File: config.mk
export PLATFORM = sky130hd
export DESIGN_NAME = cs_measure_ctrl
export DESIGN_NICKNAME = d
export VERILOG_FILES = /design/src/rtl/cs_measure_ctrl.sv
export SDC_FILE = /design/constraint.sdc
export NUM_CORES = 1
export LEC_CHECK = 0
export CORE_AREA = 4 4 91 93
export CTS_BUF_LIST = sky130_fd_sc_hd__clkbuf_8
export DETAILED_ROUTE_END_ITERATION = 12
export DIE_AREA = 0 0 95 97
export PLACE_DENSITY_LB_ADDON = 0.08
export SLEW_MARGIN = 20
export SYNTH_ARGS = -nofsm -noshare
export SYNTH_HDL_FRONTEND = slang
export SYNTH_SLANG_ARGS = --single-unit
File: constraint.sdc
create_clock -name clk -period 4.5 [get_ports clk]
set_clock_uncertainty 0.1 [all_clocks]
set_input_delay 1.35 -clock clk [delete_from_list [all_inputs] [get_ports clk]]
set_output_delay 1.35 -clock clk [all_outputs]
set_load 0.01 [all_outputs]
File: src/rtl/cs_measure_ctrl.sv
// rtl/cs_measure_ctrl.sv - compressed-sensing row-sum measurement controller
// Walks an index ROM, fetches indexed samples and emits one unsigned sum per measurement row.
module cs_measure_ctrl #(
    parameter int M_ROWS = 48,
    parameter int K_NZ   = 8,
    parameter int N_COLS = 96,
    parameter int DW     = 12
) (
    input  logic          clk,
    input  logic          rst,
    input  logic          start,
    output logic [9:0]    rom_addr,
    input  logic [7:0]    rom_q,
    output logic [6:0]    smp_addr,
    input  logic [DW-1:0] smp_data,
    output logic          y_valid,
    output logic [5:0]    y_idx,
    output logic [DW+2:0] y_data,
    output logic          busy,
    output logic          done,
    output logic          err
);

    localparam int KW = (K_NZ > 1) ? $clog2(K_NZ) : 1;
    localparam logic [KW-1:0] LAST_K    = KW'(K_NZ - 1);
    localparam logic [5:0]    LAST_ROW  = 6'(M_ROWS - 1);
    localparam logic [9:0]    LAST_ADDR = 10'(M_ROWS * K_NZ - 1);
    localparam logic [7:0]    COL_LIMIT = 8'(N_COLS);

    typedef enum logic [1:0] {
        IDLE  = 2'd0,
        RUN   = 2'd1,
        DRAIN = 2'd2,
        FIN   = 2'd3
    } state_t;

    state_t          state_q;
    logic [9:0]      rom_addr_q;
    logic [KW-1:0]   k_q;
    logic [5:0]      row_q;

    // Stage 1: tags travelling alongside the ROM read, rom_q valid in this stage.
    logic            s1_vld_q;
    logic [KW-1:0]   s1_k_q;
    logic [5:0]      s1_row_q;

    // Stage 2: tags travelling alongside the sample read, smp_data valid in this stage.
    logic            s2_vld_q;
    logic [KW-1:0]   s2_k_q;
    logic [5:0]      s2_row_q;
    logic            s2_bad_q;

    logic [DW+2:0]   acc_q;
    logic [DW+2:0]   acc_d;
    logic [DW+2:0]   addend;
    logic            bad_idx;

    logic            y_valid_q;
    logic [5:0]      y_idx_q;
    logic [DW+2:0]   y_data_q;
    logic            busy_q;
    logic            done_q;
    logic            err_q;

    assign bad_idx  = (rom_q >= COL_LIMIT);
    assign smp_addr = rom_q[6:0];

    // An out-of-range column contributes nothing; element 0 restarts the row sum.
    always_comb begin
        addend = '0;
        acc_d  = '0;
        addend = s2_bad_q ? '0 : {3'b000, smp_data};
        acc_d  = (s2_k_q == '0) ? addend : (acc_q + addend);
    end

    always_ff @(posedge clk) begin
        if (rst) begin
            state_q    <= IDLE;
            rom_addr_q <= '0;
            k_q        <= '0;
            row_q      <= '0;
            s1_vld_q   <= 1'b0;
            s1_k_q     <= '0;
            s1_row_q   <= '0;
            s2_vld_q   <= 1'b0;
            s2_k_q     <= '0;
            s2_row_q   <= '0;
            s2_bad_q   <= 1'b0;
            acc_q      <= '0;
            y_valid_q  <= 1'b0;
            y_idx_q    <= '0;
            y_data_q   <= '0;
            busy_q     <= 1'b0;
            done_q     <= 1'b0;
            err_q      <= 1'b0;
        end else begin
            y_valid_q <= 1'b0;
            done_q    <= 1'b0;
            s1_vld_q  <= 1'b0;

            s2_vld_q  <= s1_vld_q;
            s2_k_q    <= s1_k_q;
            s2_row_q  <= s1_row_q;
            s2_bad_q  <= s1_vld_q && bad_idx;
            if (s1_vld_q && bad_idx) begin
                err_q <= 1'b1;
            end

            if (s2_vld_q) begin
                acc_q <= acc_d;
                if (s2_k_q == LAST_K) begin
                    y_valid_q <= 1'b1;
                    y_data_q  <= acc_d;
                    y_idx_q   <= s2_row_q;
                end
            end

            case (state_q)
                IDLE: begin
                    if (start) begin
                        state_q    <= RUN;
                        busy_q     <= 1'b1;
                        rom_addr_q <= '0;
                        k_q        <= '0;
                        row_q      <= '0;
                        err_q      <= 1'b0;
                    end
                end
                RUN: begin
                    s1_vld_q <= 1'b1;
                    s1_k_q   <= k_q;
                    s1_row_q <= row_q;
                    if (rom_addr_q == LAST_ADDR) begin
                        state_q <= DRAIN;
                    end else begin
                        rom_addr_q <= rom_addr_q + 10'd1;
                    end
                    if (k_q == LAST_K) begin
                        k_q   <= '0;
                        row_q <= row_q + 6'd1;
                    end else begin
                        k_q <= k_q + KW'(1);
                    end
                end
                DRAIN: begin
                    if (y_valid_q && (y_idx_q == LAST_ROW)) begin
                        state_q <= FIN;
                        done_q  <= 1'b1;
                    end
                end
                FIN: begin
                    state_q <= IDLE;
                    busy_q  <= 1'b0;
                end
                default: begin
                    state_q <= IDLE;
                    busy_q  <= 1'b0;
                end
            endcase
        end
    end

    assign rom_addr = rom_addr_q;
    assign y_valid  = y_valid_q;
    assign y_idx    = y_idx_q;
    assign y_data   = y_data_q;
    assign busy     = busy_q;
    assign done     = done_q;
    assign err      = err_q;

endmodule

After elaboration in Yosys (flattened, before gate mapping)
Index checks and enable logic that the tools add are counted.

Register bits: 82. Latch bits: 0. Bits in writable memories: 0. Bits in read-only memories: 0. Output and inout port bits: 42. Logic and storage cells: 74. Memories: 0.

$add $sub $neg: 4. Multipliers: 0. Divide/modulo/power cells: 0. Magnitude comparators: 1. Equality and inequality tests: 12. Shift-type cells: 0. Multiplexer cells: 23. Bitwise operators: 2. Reduce and logical (&&, ||, !) cells: 14.

Operator list (count): 10-bit two-way mux (2); 10-bit one-hot mux with 2 select lines (1); 15-bit by 12-bit adder with 15-bit output (1); 15-bit two-way mux (1); 12-bit two-way mux (1); 6-bit two-way mux (2); 6-bit one-hot mux with 2 select lines (1); 10-bit by 1-bit adder with 10-bit output, second input constant (1); 10-bit by 9-bit == test with 1-bit output, second input constant (1); 2-bit inequality test, second input constant (5); 3-bit AND reduction (3); 8-bit by 7-bit >= comparator with 1-bit output, second input constant (1); 2-bit one-hot mux with 4 select lines (1); 1-bit two-way mux (7); 6-bit by 1-bit adder with 6-bit output, second input constant (1); 3-bit == test, second input constant (2); 6-bit == test, second input constant (1); 2-bit two-way mux (3); 3-bit two-way mux (2); 3-bit one-hot mux with 2 select lines (1); 2-bit AND reduction (3); 2-bit == test, second input constant (2); 2-bit nonzero test (2); 2-bit OR reduction (2); other kinds (7) (9).

Depth between registers and ports, before layout
Depth after elaboration: 5. Gate-level depth with buffers: 11.

Least setup slack after synthesis
Ideal clock, no wire load.

Path kind: input -> register. Start: in smp_data[0]. End: reg acc_q[14]. Library setup time: 0.095 ns. Arrival time: 3.278 ns. Required time: 4.305 ns. Slack: 1.026 ns. Stages: 10. Cell sequence: nor2b_1 -> ha_1 -> inv_1 -> fa_1 -> nand2b_1 -> a21oi_1 -> o211ai_1 -> a31o_2 -> or4_1 -> o311ai_1.

Longest elaborated chain between the ends: 3.

RTL lines: from (decl) (line 15) `input logic [DW-1:0] smp_data,`; 12-bit two-way mux (line 72) `addend = s2_bad_q ? '0 : {3'b000, smp_data};`; 15-bit by 12-bit adder with 15-bit output (line 73) `acc_d = (s2_k_q == '0) ? addend : (acc_q + addend);`; 15-bit two-way mux (line 73); to (signal assigned) (line 89) `acc_q <= '0;`; to (signal assigned) (line 110) `acc_q <= acc_d;`; to (decl) (line 53) `logic [DW+2:0] acc_q;`.

Every way passes these cells. A chain may end at the register's enable or synchronous reset.

Worst setup path after layout
Start: in rom_q[6]. End: out smp_addr[6].

RTL lines: from (decl) (line 13) `input logic [7:0] rom_q,`; to (decl) (line 14) `output logic [6:0] smp_addr,`.

No word-level cell between the ends.

==> out/summary.txt <==
Pleak = 1.78 nW
crit path DAT = 2380 ps
Syn. warnings = 0
die height = 97 um
commonest non-fill, non-tap cell in the layout = dfxtp_1
slowest stage delay, CP = 540 ps
Top Ports = 65
Async SR Flop Fraction = 0%
final period utilization = 85.1%
deepest clock path buffer count = 2
largest net degree at the start of global routing = 50
Syn Nets = 503
PwrDens = 361 nW/um2
Initial Util = 53.5%
initial antenna violation count = 0
FF+latch count, synth = 82
Final Max Slew Viols = 0
global route overflow = 0
Crit. End Element = output port
Crit path top cell by count = clkdlybuf4s50_1
Total Routing Usage GR = 19.9%
post-layout min period = 3830 ps
post-place instance area = 4570 um2
setup ws final = 669 ps
worst-margin pin slew = 1030 ps
Routed wire per std cell = 14.5 um
port bufs = 54
die width = 95 um
dpl ws = 368 ps
count of cell types in the netlist = 54
Detailed Routing Iterations Pass 1 = 4
total power = 1.71 mW
Critical Path RT = 3050 ps
Remaining DRCs = 0
Vias/cell = 5.55
vias in the first global route = 3,316
Worst Setup Start Kind = primary input
Max-Cap Viols = 0
share of cells above drive strength 1 = 6.59%
peak fanout along the critical path = 2
total CTS buffers = 9
RSZ-0062 raised after global routing = no
final setup fails = 0
most frequent cells in the layout = dfxtp_1, clkdlybuf4s50_1, nor2_1, nand2_1, a21oi_1
number of routed nets with antenna violations = 0
clock latency on the worst-skew pair = 360 ps
fin area = 4750 um2
hold slack = 342 ps
Worst Hold Class = reg2reg
Site Rows = 32
Max Freq = 0.261 GHz
Die ar. = 9220 um2
CTS Hold Bufs = 0
Slew Limit Headroom = 31.1%
TNS Setup = 0 ps
Peak VDD IR = 0.315 mV
Area growth syn-to-layout = 17.9%
Clk pin slew, worst setup/hold paths = 90 ps
status = completed
class of the most critical setup path = in2out
fillcell total = 706
Main synth FF type = dfxtp_1
CP max stage cell = clkdlybuf4s50_1
Post-synth EDFFs = 0
CTS H-tree depth = 3
CTS tree = built
Detailed Route Iter0 Violations = 102
via count = 3,345
Seq/Total Area, Yosys = 40.7%
Core Area = 7530 um2
Avg Cell Area, Syn = 8.78 um2
area of the multi-input gates = 2190 um2
post-CTS resize count = 0
Routability Congestion = 0.846
CTS Root Cell = clkbuf_8
Cells after Synth = 459
count of buffer and inverter cells on the critical path = 2
detailed placement HPWL = 6.17 mm
global-route wire length before repair = 14.9 mm
nets = 540
total routed wirelength = 8.76 mm
clock net sink count = 82
antenna cells = 0
Final Hold Fails = 0
Cell Chain, Critical Path = clkdlybuf4s50_1, clkdlybuf4s50_1
Reg area = 1640 um2
CP top delay family = buffers and inverters
synthesized area = 4030 um2
post-CTS setup buffer count = 0
logic make-up (layout without fill, tap and decap cells):
logic type               Yosys count  count (layout)  share of synthesized area, %
AND/OR/NAND/NOR                  173             173                          21.6
flip-flops                        82              82                          40.7
XOR/XNOR                          17              17                          3.70
multiplexers                      20              20                          5.03
buffers and inverters             43              85                          4.78
AO/OA/AOI/OAI                    103             103                          17.4
adder cells (fa/ha/maj)           21              21                          6.71
Yosys cell counts, types with 5 or more instances:
| master | n | share of area (%) |
|---|---|---|
| clkbuf_1 | 17 | 1.6 |
| and2_1 | 5 | 0.78 |
| nand2_1 | 38 | 3.5 |
| a31oi_1 | 5 | 0.78 |
| a211oi_1 | 11 | 2.0 |
| xor2_1 | 11 | 2.4 |
| o21ai_0 | 18 | 2.2 |
| nand4_1 | 8 | 1.2 |
| dfxtp_1 | 82 | 41 |
| or3_1 | 5 | 0.78 |
| nor2b_1 | 25 | 3.9 |
| nor2_1 | 51 | 4.8 |
| xnor2_1 | 6 | 1.3 |
| nand3_1 | 14 | 1.7 |
| nand2b_1 | 6 | 0.93 |
| mux2i_1 | 18 | 4.5 |
| buf_4 | 7 | 1.3 |
| ha_1 | 20 | 6.2 |
| inv_1 | 11 | 1.0 |
| a21oi_1 | 34 | 4.2 |
| a21o_1 | 6 | 1.1 |
power breakdown:
part	switching, mW	total [mW]	leakage (nW)	internal [mW]
Combinational	0.252	0.432	1.03	0.180
Sequential	0.0297	0.793	0.662	0.763
Clock	0.283	0.488	0.0852	0.205
metal layers:
layer | global-route usage, % | vias up | share of wire (%)
li1 | - | 1688 | -
met1 | 22.8 | 1567 | 42
met2 | 35.2 | 71 | 51
met3 | 3.42 | 19 | 4.3
met4 | 9.32 | 0 | 2.6
met5 | 0 | - | 0
state kept, by name, summed over array words and instances, names as in the netlist, 2 cells and up:
register,count
state_q,2
s2_k_q,3
k_q,3
y_idx,6
acc_q,15
rom_addr,10
s1_k_q,3
s2_row_q,6
row_q,6
s1_row_q,6
y_data,15
stage by stage:
stage	cells	util [%]
3_5_place_dp	587	60.7
2_1_floorplan	459	-
3_3_place_gp	587	60.7
6_report	603	63.1
4_1_cts	603	63.1
5_1_grt	603	63.1
final timing paths:
path / from / to / slack [ps] / cells after the start
setup / recovery: rom_q[6] / smp_addr[6] / 670 / 2
hold reg to reg: s2_row_q[2]$_SDFF_PP0_ / y_idx[2]$_SDFFE_PP0P_ / 340 / 2
hold / removal: s2_row_q[2]$_SDFF_PP0_ / y_idx[2]$_SDFFE_PP0P_ / 340 / 2
setup reg to reg: state_q[1]$_SDFFE_PP0P_ / rom_addr[9]$_SDFFE_PP0P_ / 1460 / 7
final cells by class:
type	instances	share of cell area, %
multi-input combinational	334	46.2
sequential	82	34.6
timing repair buffer	58	11.9
tap	102	2.69
clock buffer	9	2.61
clock inverter	7	1.16
inverter	11	0.869
Power figures use the tool's default switching activity.
